$ cat src/rtl/program_loader.sv
// program_loader: packs a byte-stream program image into 32-bit words,
// writes them to program memory and releases the CPU after checksum check.
module program_loader #(
    parameter int MEMORY_DEPTH = 32,
    parameter int DATA_WIDTH   = 32
) (
    input  logic                  clk,
    input  logic                  reset,
    input  logic                  Start,
    input  logic [7:0]            ByteIn,
    input  logic                  ByteValid,
    output logic                  ByteReady,
    output logic                  MemWrite,
    output logic [DATA_WIDTH-1:0] WriteAddress,
    output logic [DATA_WIDTH-1:0] WriteData,
    output logic                  CpuHold,
    output logic                  Done,
    output logic                  Error,
    output logic [15:0]           WordsLoaded
);

    typedef enum logic [2:0] {
        IDLE, S_CNT_HI, S_CNT_LO, S_DATA,
        S_WRITE, S_CHECK, DONE, ERROR
    } state_t;

    state_t      state, state_nx;
    logic [15:0] count;
    logic [23:0] shift;
    logic [1:0]  bcnt;
    logic [7:0]  csum;
    logic        accept;
    logic        restart;
    logic [15:0] count_nx;

    assign accept   = ByteValid && ByteReady;
    assign restart  = Start && (state == IDLE || state == DONE || state == ERROR);
    assign count_nx = {count[15:8], ByteIn};

    assign ByteReady = (state == S_CNT_HI) || (state == S_CNT_LO) ||
                       (state == S_DATA)   || (state == S_CHECK);
    assign Done      = (state == DONE);
    assign Error     = (state == ERROR);
    assign CpuHold   = (state != DONE);

    // State register
    always_ff @(posedge clk or negedge reset) begin
        if (!reset) state <= IDLE;
        else        state <= state_nx;
    end

    // Next-state logic
    always_comb begin
        state_nx = state;
        unique case (state)
            IDLE, DONE, ERROR: begin
                if (Start) state_nx = S_CNT_HI;
            end
            S_CNT_HI: begin
                if (accept) state_nx = S_CNT_LO;
            end
            S_CNT_LO: begin
                if (accept) begin
                    if (count_nx > 16'(MEMORY_DEPTH)) state_nx = ERROR;
                    else if (count_nx == 16'd0)       state_nx = S_CHECK;
                    else                              state_nx = S_DATA;
                end
            end
            S_DATA: begin
                if (accept && bcnt == 2'd3) state_nx = S_WRITE;
            end
            S_WRITE: begin
                if (WordsLoaded + 16'd1 == count) state_nx = S_CHECK;
                else                              state_nx = S_DATA;
            end
            S_CHECK: begin
                if (accept) state_nx = (ByteIn == csum) ? DONE : ERROR;
            end
            default: state_nx = IDLE;
        endcase
    end

    // Datapath: count, packing shift register, checksum and write port
    always_ff @(posedge clk or negedge reset) begin
        if (!reset) begin
            count        <= '0;
            shift        <= '0;
            bcnt         <= '0;
            csum         <= '0;
            WordsLoaded  <= '0;
            MemWrite     <= 1'b0;
            WriteAddress <= '0;
            WriteData    <= '0;
        end else begin
            MemWrite <= 1'b0;
            if (restart) begin
                count       <= '0;
                shift       <= '0;
                bcnt        <= '0;
                csum        <= '0;
                WordsLoaded <= '0;
            end
            case (state)
                S_CNT_HI: if (accept) count[15:8] <= ByteIn;
                S_CNT_LO: if (accept) count[7:0]  <= ByteIn;
                S_DATA: begin
                    if (accept) begin
                        csum  <= csum ^ ByteIn;
                        bcnt  <= bcnt + 2'd1;
                        shift <= {shift[15:0], ByteIn};
                        if (bcnt == 2'd3) begin
                            MemWrite     <= 1'b1;
                            WriteData    <= DATA_WIDTH'({shift, ByteIn});
                            WriteAddress <= DATA_WIDTH'({WordsLoaded, 2'b00});
                        end
                    end
                end
                S_WRITE: WordsLoaded <= WordsLoaded + 16'd1;
                default: ;
            endcase
        end
    end

endmodule

$ cat config.mk
export PLATFORM = sky130hd
export DESIGN_NAME = program_loader
export DESIGN_NICKNAME = d
export VERILOG_FILES = /design/src/rtl/program_loader.sv
export SDC_FILE = /design/constraint.sdc
export NUM_CORES = 1
export LEC_CHECK = 0
export CORE_MARGIN = 1
export CORE_UTILIZATION = 42
export DETAILED_ROUTE_END_ITERATION = 7
export PLACE_DENSITY = 0.68
export SYNTH_ARGS = -nofsm -noshare
export SYNTH_HDL_FRONTEND = slang
export SYNTH_SLANG_ARGS = --single-unit
$ cat constraint.sdc
create_clock -name clk -period 1.9 [get_ports clk]
set_input_delay 0.19 -clock clk [delete_from_list [all_inputs] [get_ports clk]]
set_output_delay 0.19 -clock clk [all_outputs]
set_load 0.005 [all_outputs]
### Word level (Yosys, flattened, before mapping)

Index checks and enable logic that the tools add are counted.

* memory bits (read-only): 0
* memories: 0
* bits of input ports: 12
* bits in latches: 0
* flip-flop bits (word level): 118
* word-level logic and storage cells: 72
* RAM bits: 0
* output and inout bits: 85

* equality and inequality tests: 16
* bitwise logic cells: 1
* shift operators: 0
* reduce and logical (&&, ||, !) cells: 14
* $lt $le $gt $ge: 1
* multipliers: 0
* add/subtract/negate cells: 2
* div/mod/pow operators: 0
* mux-type cells: 29

Operator list (count)
* 2-to-1 mux 24 bit: 3
* 2-to-1 mux 8 bit: 7
* 2-to-1 mux 16 bit: 3
* 2-to-1 mux 3 bit: 8
* one-hot mux 3 bit (6 select lines): 1
* adder 16 x 1 -> 16 bit (second input constant): 1
* == test 16 bit: 1
* > comparator 16 x 6 -> 1 bit (second input constant): 1
* zero test 16 bit: 1
* == test 3 bit (second input constant): 4
* == test 8 bit: 1
* inequality test 2 bit (second input constant): 4
* bitwise XOR 8 bit: 1
* == test 3 x 2 -> 1 bit (second input constant): 2
* 2-to-1 mux 2 bit: 3
* logical OR 1 bit: 5
* AND reduction 5 bit: 1
* 2-to-1 mux 1 bit: 4
* == test 3 x 1 -> 1 bit (second input constant): 1
* logical AND 1 bit: 3
* zero test 3 bit: 1
* inequality test 3 bit (second input constant): 1
* AND reduction 3 bit: 1
* OR reduction 3 bit: 1
* other kinds (4): 4

### Depth between registers and ports, before layout

* word-level depth: 8
* depth in mapped cells: 8
* gate-level depth less buffers: 7

### Worst setup path before layout

No wires, ideal clock.

* path kind: register to register
* start point: register WordsLoaded[0]
* end point: register state[2]
* clock period less this slack: 2.112 ns
* data required time: 1.834 ns
* path buffers: 0
* data arrival time: 2.046 ns
* stages on the path, launching flop included: 8
* slack: -0.212 ns
* library setup time: 0.066 ns
* cells stage by stage: dfrtp_1 -> ha_1 -> nand2_2 -> nor3_2 -> xnor2_1 -> a2111o_1 -> nor4_2 -> a31o_1

* longest elaborated chain between the ends: 4

Ends and longest elaborated chain
* from (decl): RTL line 19 `output logic [15:0] WordsLoaded`
* from (signal assigned): RTL line 118 `S_WRITE: WordsLoaded <= WordsLoaded + 16'd1;`
* adder 16 x 1 -> 16 bit: RTL line 73 `if (WordsLoaded + 16'd1 == count) state_nx = S_CHECK;`
* == test 16 bit: RTL line 73
* 2-to-1 mux 3 bit: RTL line 73
* one-hot mux 3 bit (6 select lines): RTL line 55 `unique case (state)`
* to (signal assigned): RTL line 49 `else state <= state_nx;`
* to (decl): RTL line 27 `state_t state, state_nx;`

No other way between the ends.
A chain may end at the register's enable or synchronous reset.

### Worst setup path after layout

* start point: register WordsLoaded[4]
* end point: register state[2]

The elaborated chain is that of the path after synthesis.

==> results.md <==
* Status: complete, but fails checks
* Failing checks: negative setup slack
* Pre-Repair DR Iteration Count at 4
* Fillers at 1077
* Synth Area in Compound Gates at 0.138
* Worst-Margin Slew at between 500 and 600 ps
* Cell Area, Synth at between 0.005 and 0.006 mm^2
* Avg Inst Size Synth at 10.9 um^2
* Die Area at 0.0140 mm^2
* Share of synthesized registers carrying an async set or reset at 1.00
* Largest family of logic cells by synthesized area: compound AO/OA/AOI/OAI gates
* Worst Path Required at ~2300 ps
* Share of post-route cells with drive strength above 1 at 0.296
* Post-Place Worst Slack at -392 ps
* Final HPWL DP at between 9 and 10 mm
* Grt total ovfl at 0
* HP Class: in2async
* Combinational fraction of design power at 0.320
* Pint at ~6.5 mW
* R2r endpoint: state[2]
* Clk Latency, worst-skew pair at about 420 ps
* Vias per cell at 5.18
* R2r setup slk at -250 ps
* Worst Setup Start Kind: flop
* Fin. Hold Viols at 0
* Yosys cell types at 58
* Net Sw Power at 3.05 mW
* Pins Over Slew Limit at 0
* Total I/O pin count at 97
* Slew headroom at 0.641
* Die height at about 120 um
* Mux share of post-synthesis cell area at 0.0981
* Arrival @ worst endpoint at roughly 2500 ps
* First-pass GRT wire length at 23.6 mm
* Vias in the first global route at around 4600
* Reg2Reg Depth at 9
* Warnings from Yosys at 0
* CTS Buf Count at 17
* Synth Flop Type: dfrtp_1
* CTS tree: done
* CP Class: reg2reg
* CTS Buffer Depth at 2
* Final setup fails at 5
* Min Tclk post-route at 2150 ps
* Final WL at roughly 14 mm
* Vias at approximately 4600
* Final nets at about 710
* Initial Util at 0.430
* I/O Buffers at 80
* Max-Cap Viols at 0
* Clock slew seen by the registers of the worst setup and hold paths at 60 ps
* Leading area contributor after synthesis: dfrtp_1
* Final setup margin at -248 ps
* Post-synth EDFFs at 0
* # diodes at 0
* CTS H-Tree Depth at 4
* Reg power frac at 0.363
* Drt initial violations at roughly 350
* Share of Yosys cell area claimed by the top area cell type at 0.520
* GRT Overall Usage at 0.218
* CP max FO at 5
* Final ANT Viol Nets at 0
* Post-Syn Instances at between 500 and 600
* Fmax achieved at 465 MHz
* Clock sink count at roughly 120
* Largest net degree at the start of global routing at 43
* Tcrit/Tclk final at 1.13
* Core footprint at approximately 0.013 mm^2
* Post-synthesis register bit count at between 100 and 150
* Synth area leaders: dfrtp_1 52%, mux2_2 8.9%, a22o_1 5.2%
* Xor and xnor area share after synthesis at 0.0509
* DRC at 0
* RSZ-0062 raised after global routing: true
* GP Congestion at a little under 0.9
* Simple-gate area share of the yosys netlist at 0.133
* Initial antenna violation count at 0
* Peak VDD IR at around 750 uV
* Root Driver: clkbuf_16
* Multi-input logic area at approximately 0.0026 mm^2
* Seq/Total Area, Yosys at 0.520
* P_leak at roughly 3.9 nW
* Clock skew at roughly 10 ps
* # rows at 42
* Area grow syn2layout at 41.3%
* Clock power share at 0.318
* Placed instance area at roughly 0.0073 mm^2
* Die Wd at ~120 um
* Register area at approximately 0.0030 mm^2
* Final Cell Area at around 0.0080 mm^2
* Reg2reg start: WordsLoaded[4]
* Pwr/cell area at 1190 mW/mm^2
* Drt wl/cell at ~16 um
* Sw Ratio at 0.320
* Adder-cell area share of the yosys netlist at 0.00837
* Crit path capture type: flop
## state kept, by name, indices dropped and copies added, names as in the netlist
signal	count
state	3
bcnt	2
shift	24
WriteAddress	16
WordsLoaded	16
csum	8
MemWrite	1
WriteData	32
count	16
## worst max path at each step
| stage | start | to | slack, ps | depth (start not counted) |
|---|---|---|---|---|
| global placement | ByteIn[2] | state[2] | -390 | 7 |
| finish | WordsLoaded[4] | state[2] | -250 | 9 |
| global route | WordsLoaded[7] | state[2] | -340 | 7 |
| CTS | WordsLoaded[5] | state[2] | -250 | 7 |
| floorplan | WordsLoaded[7] | state[2] | 1 | 7 |
| detailed placement | ByteIn[2] | state[2] | -390 | 7 |
## synth_stat cells, types with 7 or more instances
| cell type | count |
|---|---|
| xnor2_1 | 20 |
| buf_2 | 7 |
| mux2_2 | 45 |
| dfrtp_1 | 118 |
| buf_4 | 19 |
| o21ai_0 | 43 |
| nand2_1 | 60 |
| nand2b_1 | 7 |
| a22o_1 | 34 |
| inv_1 | 8 |
| xor2_1 | 13 |
| nand3_1 | 9 |
| clkbuf_1 | 18 |
| nor2_1 | 30 |
## critical path, stage by stage (launching register included)
cell and delay [ps]:
dfrtp_2 450, nand4_4 170, buf_4 170, buf_6 100, or4_1 80, o21ai_1 60, a2111o_1 390, nor4_2 340
buf_4 190, a31o_1 140
## cells in the final DEF, fill, tap and decap left out, drive strengths merged, types with 4 or more instances in the layout
| master | count |
|---|---|
| nand4 | 7 |
| conb | 16 |
| buf | 106 |
| nand2 | 61 |
| xor2 | 13 |
| nor2 | 30 |
| clkdlybuf4s50 | 79 |
| nor4 | 9 |
| nand3 | 10 |
| a22o | 34 |
| clkinv | 7 |
| nor3 | 5 |
| o21ai | 43 |
| clkbuf | 17 |
| a21oi | 6 |
| dfrtp | 118 |
| mux2i | 5 |
| xnor2 | 20 |
| clkinvlp | 4 |
| inv | 8 |
| nand2b | 7 |
| mux2 | 45 |
## kinds of logic after synthesis
group | Yosys count
AOI/OAI and AO/OA | 112
xor gates and xnor gates | 33
adders and majority gates | 4
buffers and inverters | 56
DFF | 118
muxes | 50
other | 1
and+or+nand+nor | 145
## power groups by stage
stage	Clock (mW)	Combinational [mW]	Sequential (mW)
2_1_floorplan	0	1.73	3.40
3_3_place_gp	0	2.87	3.48
3_5_place_dp	0	2.95	3.49
4_1_cts	3.09	3.02	3.46
5_1_grt	3.21	3.37	3.52
6_report	3.03	3.05	3.46
## layout make-up
cell class / instances / share of cell area
clock buffers: 17 / 0.0530
clock inverters: 13 / 0.0170
inverters: 8 / 0.00374
multi-input cells: 360 / 0.320
flip-flops and latches: 118 / 0.369
well taps: 176 / 0.0275
repair buffers: 186 / 0.210
## what timing repair did
item	4_1_cts	5_1_grt
setup buffers	4	7
pin swaps	4	2
hold buffers	1	0
endpoints found under the hold margin	38	0
endpoints found under the setup margin	6	9
resized for setup	10	5
## metrics by stage
| stage | instances | utilization | hold slack [ps] | setup TNS, ps | total power, mW |
|---|---|---|---|---|---|
| finish | 878 | 0.608 | 345 | -755 | 9.54 |
| global route | 878 | 0.608 | 393 | -1380 | 10.1 |
| CTS | 871 | 0.603 | 342 | -855 | 9.57 |
| detailed placement | 836 | 0.555 | 206 | -811 | 6.44 |
| global placement | 836 | 0.555 | 200 | -687 | 6.34 |
| floorplan | 534 | - | -106 | 0 | 5.13 |
## per-layer routing
| metal | global-route usage | vias up | share of wire |
|---|---|---|---|
| met2 | 0.349 | 103 | 0.50 |
| li1 | - | 2169 | - |
| met3 | 0.0584 | 7 | 0.041 |
| met1 | 0.291 | 2271 | 0.46 |
| met4 | 0.0641 | 0 | 0.0058 |
| met5 | 0 | - | 0 |
Note: power is estimated with default switching activity, not from simulation.
